File: src/rtl/if_fetch_unit.sv
// Instruction-fetch stage: owns the PC, issues one imem request at a time over
// req/ack, buffers a word under freeze and squashes wrong-path returns on redirect.
module if_fetch_unit #(
  parameter int                     ADDRESS_LEN = 32,
  parameter logic [ADDRESS_LEN-1:0] RESET_PC    = '0
) (
  input  logic                   clk,
  input  logic                   rst,
  input  logic                   freeze,
  input  logic                   branch_taken,
  input  logic [ADDRESS_LEN-1:0] branch_addr,
  output logic                   imem_req,
  output logic [ADDRESS_LEN-1:0] imem_addr,
  input  logic                   imem_ack,
  input  logic [ADDRESS_LEN-1:0] imem_rdata,
  output logic [ADDRESS_LEN-1:0] pc_out,
  output logic [ADDRESS_LEN-1:0] instruction_out,
  output logic                   instr_valid
);

  typedef enum logic [1:0] {
    S_FETCH   = 2'd0,
    S_HOLD    = 2'd1,
    S_DISCARD = 2'd2
  } state_t;

  state_t                 r_state;
  logic [ADDRESS_LEN-1:0] r_pc;
  logic [ADDRESS_LEN-1:0] r_hold_instr;
  logic [ADDRESS_LEN-1:0] r_hold_pc4;
  logic [ADDRESS_LEN-1:0] r_redirect_pc;

  logic [ADDRESS_LEN-1:0] w_pc4;
  logic                   w_valid;
  logic [ADDRESS_LEN-1:0] w_instr;
  logic [ADDRESS_LEN-1:0] w_pc_out;

  assign w_pc4 = r_pc + ADDRESS_LEN'(4);

  // Outputs are decoded straight from state so a same-cycle ack reaches IF/ID
  // without an added cycle; rst gates them so they read 0 asynchronously.
  always_comb begin
    // NOTE: every output gets a default first so no path leaves a latch behind.
    imem_req  = 1'b0;
    imem_addr = '0;
    w_valid   = 1'b0;
    w_instr   = '0;
    w_pc_out  = '0;
    if (!rst) begin
      case (r_state)
        S_FETCH: begin
          imem_req  = 1'b1;
          imem_addr = r_pc;
          w_valid   = imem_ack & ~branch_taken;
          w_instr   = imem_rdata;
          w_pc_out  = w_pc4;
        end
        S_HOLD: begin
          w_valid  = ~branch_taken;
          w_instr  = r_hold_instr;
          w_pc_out = r_hold_pc4;
        end
        S_DISCARD: begin
          imem_req  = 1'b1;
          imem_addr = r_pc;
        end
        default: ;
      endcase
    end
  end

  assign instr_valid     = w_valid;
  assign instruction_out = w_valid ? w_instr  : '0;
  assign pc_out          = w_valid ? w_pc_out : '0;

  // NOTE: state registers use non-blocking assignments so every update in this
  // block sees the pre-edge values, independent of statement order.
  always_ff @(posedge clk or posedge rst) begin
    if (rst) begin
      // NOTE: these are plain datapath registers, not a memory array, so they
      // are cheap to clear and a stray post-reset read yields 0, not X.
      r_state       <= S_FETCH;
      r_pc          <= RESET_PC;
      r_hold_instr  <= '0;
      r_hold_pc4    <= '0;
      r_redirect_pc <= '0;
    end else begin
      case (r_state)
        S_FETCH: begin
          if (imem_ack) begin
            if (branch_taken) begin
              r_pc <= branch_addr;
            end else begin
              r_pc <= w_pc4;
              if (freeze) begin
                r_hold_instr <= imem_rdata;
                r_hold_pc4   <= w_pc4;
                r_state      <= S_HOLD;
              end
            end
          end else if (branch_taken) begin
            r_redirect_pc <= branch_addr;
            r_state       <= S_DISCARD;
          end
        end
        S_HOLD: begin
          if (branch_taken) begin
            r_pc    <= branch_addr;
            r_state <= S_FETCH;
          end else if (!freeze) begin
            r_state <= S_FETCH;
          end
        end
        S_DISCARD: begin
          // The request in flight must finish at its original address; only the
          // newest redirect target is remembered until the ack drains it.
          if (branch_taken) r_redirect_pc <= branch_addr;
          if (imem_ack) begin
            r_pc    <= branch_taken ? branch_addr : r_redirect_pc;
            r_state <= S_FETCH;
          end
        end
        default: r_state <= S_FETCH;
      endcase
    end
  end

endmodule

File: config.mk
export PLATFORM = sky130hd
export DESIGN_NAME = if_fetch_unit
export DESIGN_NICKNAME = d
export VERILOG_FILES = /design/src/rtl/if_fetch_unit.sv
export SDC_FILE = /design/constraint.sdc
export NUM_CORES = 1
export LEC_CHECK = 0
export ABC_AREA = 1
export BUFFER_PORTS_ARGS = -buffer_cell sky130_fd_sc_hd__buf_2
export CAP_MARGIN = 30
export CORE_UTILIZATION = 56
export DETAILED_ROUTE_END_ITERATION = 10
export GPL_ROUTABILITY_DRIVEN = 0
export PLACE_DENSITY = 0.81
export SLEW_MARGIN = 20
export SYNTH_ARGS = -nofsm -noshare
export SYNTH_HDL_FRONTEND = slang
export SYNTH_SLANG_ARGS = --single-unit
File: constraint.sdc
create_clock -name clk -period 5 [get_ports clk]
set_clock_uncertainty 0.15 [all_clocks]
set_input_delay 0.5 -clock clk [delete_from_list [all_inputs] [get_ports clk]]
set_output_delay 0.5 -clock clk [all_outputs]
set_load 0.01 [all_outputs]
Yosys cells after proc, flatten, opt, wreduce, memory -nomap -nowiden --
Cells that the tools add are included.
Operators by class: add/subtract/negate cells 1, multipliers 0, divide/modulo/power cells 0, magnitude comparators 0, equality and inequality tests 10, shift-type cells 0, mux-type cells 28, bitwise logic cells 2, reduce and logical (&&, ||, !) cells 8
Operator list (number):
- $mux 32 | 12
- $pmux 32 s2 | 3
- $pmux 32 s3 | 1
- $add 32x3->32 const B | 1
- $mux 2 | 7
- $ne 3x3->1 const B | 4
- $ne 2x2->1 const B | 4
- $reduce_and 4->1 | 2
- $pmux 2 s3 | 1
- $reduce_and 5->1 | 1
- $mux 1 | 3
- $reduce_bool 3->1 | 1
- $eq 2x1->1 const B | 1
- $eq 2x2->1 const B | 1
- $logic_not 2->1 | 1
- $pmux 1 s2 | 1
- $reduce_and 2->1 | 1
- $reduce_bool 2->1 | 1
- $reduce_or 2->1 | 1
- $and 1x1->1 | 1
- $not 1->1 | 1
Storage, ports and cells: register bits 130, latch bits 0, RAM bits 0, memory bits (read-only) 0, bits of input ports 69, output and inout port bits 98, logic and storage cells 54, memories 0

Logic depth before layout (Yosys ltp) --
depth after elaboration 5, depth in mapped cells 13, mapped depth without buffers 12

Worst setup path before layout --
Ideal clock, no wire load.
path kind input to output, start in rst, end out instruction_out[10], data arrival time 4.128 ns, data required time 4.350 ns, path slack 0.222 ns, stages 5, buffers on the path 2, cells stage by stage inv_1 > nand3_1 > buf_2 > buf_2 > a21oi_1
On the way: cells in the longest elaborated chain, start to end 2, elaborated cells between the ends (all ways) 3, classes of those cells mux: 3
RTL lines:
- start, declared | line 8 | input logic rst,
- $mux 32 or $mux 1 (tied branches) | line 49 | if (!rst) begin
- $mux 32 * | line 73 | assign instruction_out = w_valid ? w_instr : '0;
- end, declared | line 17 | output logic [ADDRESS_LEN-1:0] instruction_out,
Every way passes the cells marked *; elsewhere a longest branch is shown, timed or not.

Worst setup path in the final report --
start reg r_state[0], end out instruction_out[22]
On the way: cells in the longest elaborated chain, start to end 4, elaborated cells between the ends (all ways) 7, classes of those cells eq/ne: 1; mux: 5; reduce/logical: 1
RTL lines:
- start, declared | line 27 | state_t r_state;
- start signal, assigned | line 82 | r_state <= S_FETCH;
- start signal, assigned | line 98 | r_state <= S_HOLD;
- start signal, assigned | line 103 | r_state <= S_DISCARD;
- $eq 2x1->1 or $logic_not 2->1 (tied branches) | line 50 | case (r_state)
- $pmux 32 s2 or $pmux 1 s2 (tied branches) | line 50
- $mux 32 or $mux 1 (tied branches) | line 49
- $mux 32 * | line 73
Marks and branches as above.

==> out/results.ini <==
[outcome]
outcome = completed

[clock_tree]
postCtsHoldBufs = 0
cts.path.max_buffers = 2
clock_tree.htree_level_count = 4
postCtsResizedCells = 0
clkSlewWorstSetupHoldPaths_ps = 60
tritoncts.num_buffers = 17
clk_latency_ps = 420
tritoncts_clock_tree = built
cts_root_buffer = clkbuf_16
clock_sink_count = 130
cts_post_setup_buffers_inserted = 0

[final_layout]
finish.instance_area_um2 = 9710
antenna_cells_inserted = 0
stdcell_count = 1564
layout.nets = 1442
count_of_filler_cells_inserted_in_the_layout = 1269
flow.area_growth_from_synthesis_pct = 17.4
final_layout_size_suffix_gt1_frac = 0.178

[timing]
maxClockFrequency_mhz = 262
setup-violations-final = 0
holdWs_ps = 142
relSlewSlack = 0.350
maxSlewViolCount = 0
final-hold-violation-count = 0
tightest_slew_ps = 973
grt_setup_unrepaired = no
post_route_setup_tns_ps = 0
min_period_over_period = 0.764
layout_min_cycle_time_ps = 3820

[min_path]
min_path_type = in2reg
worstHoldStart = imem_rdata[2]

[detailed_routing]
drt-pass1-iter-count = 5
detail_route.iter0.violations = 844
post-route-drc-count = 0
num_vias = 8415
routed_wl_um = 23000
vias_per_cell = 5.38
routedWlPerCell_um = 14.7
antenna_violating_nets_post_route = 0

[worst_setup_path]
arrival_ps = 3170
regToRegSetupSlack_ps = 1470
critPathCaptureType = output port
critical_path.reg2reg.startpoint = r_state[0]$_DFFE_PP0P_
critical_path_peak_fanout = 40
crit_path_start = r_state[0]$_DFFE_PP0P_
setup.worst_path.class = reg2out
required_time_reported_for_the_critical_path_endpoint_ps = 4350
type_of_origin_of_the_critical_path = flip-flop

[logic_synthesis]
synth-edff-count = 0
synth-seq-cells = 130
share_of_synthesized_area_occupied_by_flip_flops_and_latches = 0.393
cell_taking_the_most_area_after_synthesis = dfrtp_1
netlist_top_cells_count = nand2_1 (530), a21oi_1 (142), dfrtp_1 (130), nor2_1 (109), inv_1 (70)
synthDominantCellAreaShare = 0.393
synthMostInstantiatedCell = nand2_1
yosys_warnings = 0
ys_top_cells_by_area = dfrtp_1 (39%), nand2_1 (24%), a21oi_1 (8.6%)
syn_avg_cell_area_um2 = 6.64
post_synth_inst_count = 1245
synth_flop_cell = dfrtp_1
synth.net_count = 1318
post_synth_num_cell_types = 38
netlist_area_um2 = 8270
postSynth.asyncResetShare = 1.00

[flow_run]
max_cap_violations = 0

[floorplan]
design.die.area_um2 = 15300
dieWidth_um = 124
floorplan.initialDensity = 0.571
fp.dieH_um = 124
core_area_um2 = 14500
rows = 44
i_o_pin_count = 167

[power_and_ir_drop]
power.ir.vdd_worst_mv = 0.299
power_per_cell_area_nw_per_um2 = 610
p_total_mw = 5.93
static-leakage-power_nw = 5.08

[place]
detailed_place.area_um2 = 9100
post-place-cells = 1532
place_hpwl_um = 15500
io_buffers = 166

[grt]
globalRouteOverflowTotal = 0
pin_count_of_the_biggest_net_entering_global_routing = 98
number_of_antenna_violations_at_the_first_check_in_global_routing = 0
grt_use_total = 0.313
first_global_vias = 7500
grt_pass1_wl_um = 36700

[cells in the final DEF, fill, tap and decap left out, types with 3 or more instances in the layout]
cell / count
nand2_1: 530
buf_2: 166
a21oi_1: 142
dfrtp_1: 130
nor2_1: 109
inv_1: 69
o21ai_0: 49
nand3_1: 47
clkbuf_16: 17
mux2i_1: 12
xor2_1: 9
buf_4: 9
a31oi_1: 8
nor2_2: 7
nor2_4: 6
inv_2: 6
a21boi_0: 6
xor2_2: 6
clkinv_1: 5
nand2_2: 4
o21ai_1: 4
clkinv_2: 4
o211ai_1: 3
clkinvlp_4: 3
buf_12: 3
[per-layer routing]
layer  track usage  vias to the layer above  part of all wire
li1              -                     4180                 -
met5             0                        -                 0
met4         0.111                        0             0.025
met2         0.474                      394              0.45
met3        0.0710                       50             0.084
met1         0.439                     3791              0.44
[through the flow]
step / utilization / worst slack [ps]
2_1_floorplan: - / 222
3_3_place_gp: 0.625 / 1590
3_5_place_dp: 0.628 / 1600
4_1_cts: 0.668 / 1210
5_1_grt: 0.670 / 977
6_report: 0.670 / 1180
[flip-flops by register name (all words and copies together) (netlist names)]
register / count
r_hold_instr: 32
r_hold_pc4: 32
r_pc: 32
r_redirect_pc: 32
r_state: 2
[logic make-up (layout without fill, tap and decap cells)]
| kind of cell | after synthesis | after routing | share of synthesized area |
|---|---|---|---|
| buffers and inverters | 155 | 290 | 0.0823 |
| AOI/OAI and AO/OA | 219 | 219 | 0.141 |
| DFF | 130 | 130 | 0.393 |
| muxes | 12 | 12 | 0.0145 |
| and+or+nand+nor | 710 | 710 | 0.342 |
| adders and majority gates | 4 | 4 | 0.00605 |
| xor gates and xnor gates | 15 | 15 | 0.0213 |
[power breakdown]
group | switching [mW] | internal [mW] | leakage [nW] | total (mW)
Sequential | 0.380 | 1.56 | 1.58 | 1.94
Clock | 0.457 | 0.750 | 0.274 | 1.21
Combinational | 1.86 | 0.912 | 3.23 | 2.77
Total | 2.70 | 3.23 | 5.08 | 5.93
[worst max-delay path, stage by stage (launching register included)]
cell     delay (ps)
dfrtp_1         460
inv_1           360
ha_2            270
nand2_1         130
nand2_1         100
nand3_2         620
buf_4           500
a21oi_1         150
buf_2           150
[final cells by class]
cell class | count | area, µm² | share of cell area
Clock buffer | 20 | 457 | 0.0470
Clock inverter | 10 | 111 | 0.0115
Inverter | 81 | 307 | 0.0316
Multi-Input combinational cell | 960 | 4360 | 0.449
Sequential cell | 130 | 3250 | 0.335
Tap cell | 184 | 230 | 0.0237
Timing Repair Buffer | 179 | 986 | 0.102
[worst paths after layout]
check	to	cells past startpoint
worst max register to register	r_pc[7]$_DFFE_PP0P_	8
worst min-delay path	r_hold_instr[2]$_DFFE_PP0P_	3
max in group asynchronous	r_hold_instr[17]$_DFFE_PP0P_	5
min in group asynchronous	r_redirect_pc[8]$_DFFE_PP0P_	3
worst max-delay path	instruction_out[22]	8
worst min register to register	r_hold_instr[5]$_DFFE_PP0P_	2
(Power assumes the default switching activity.)
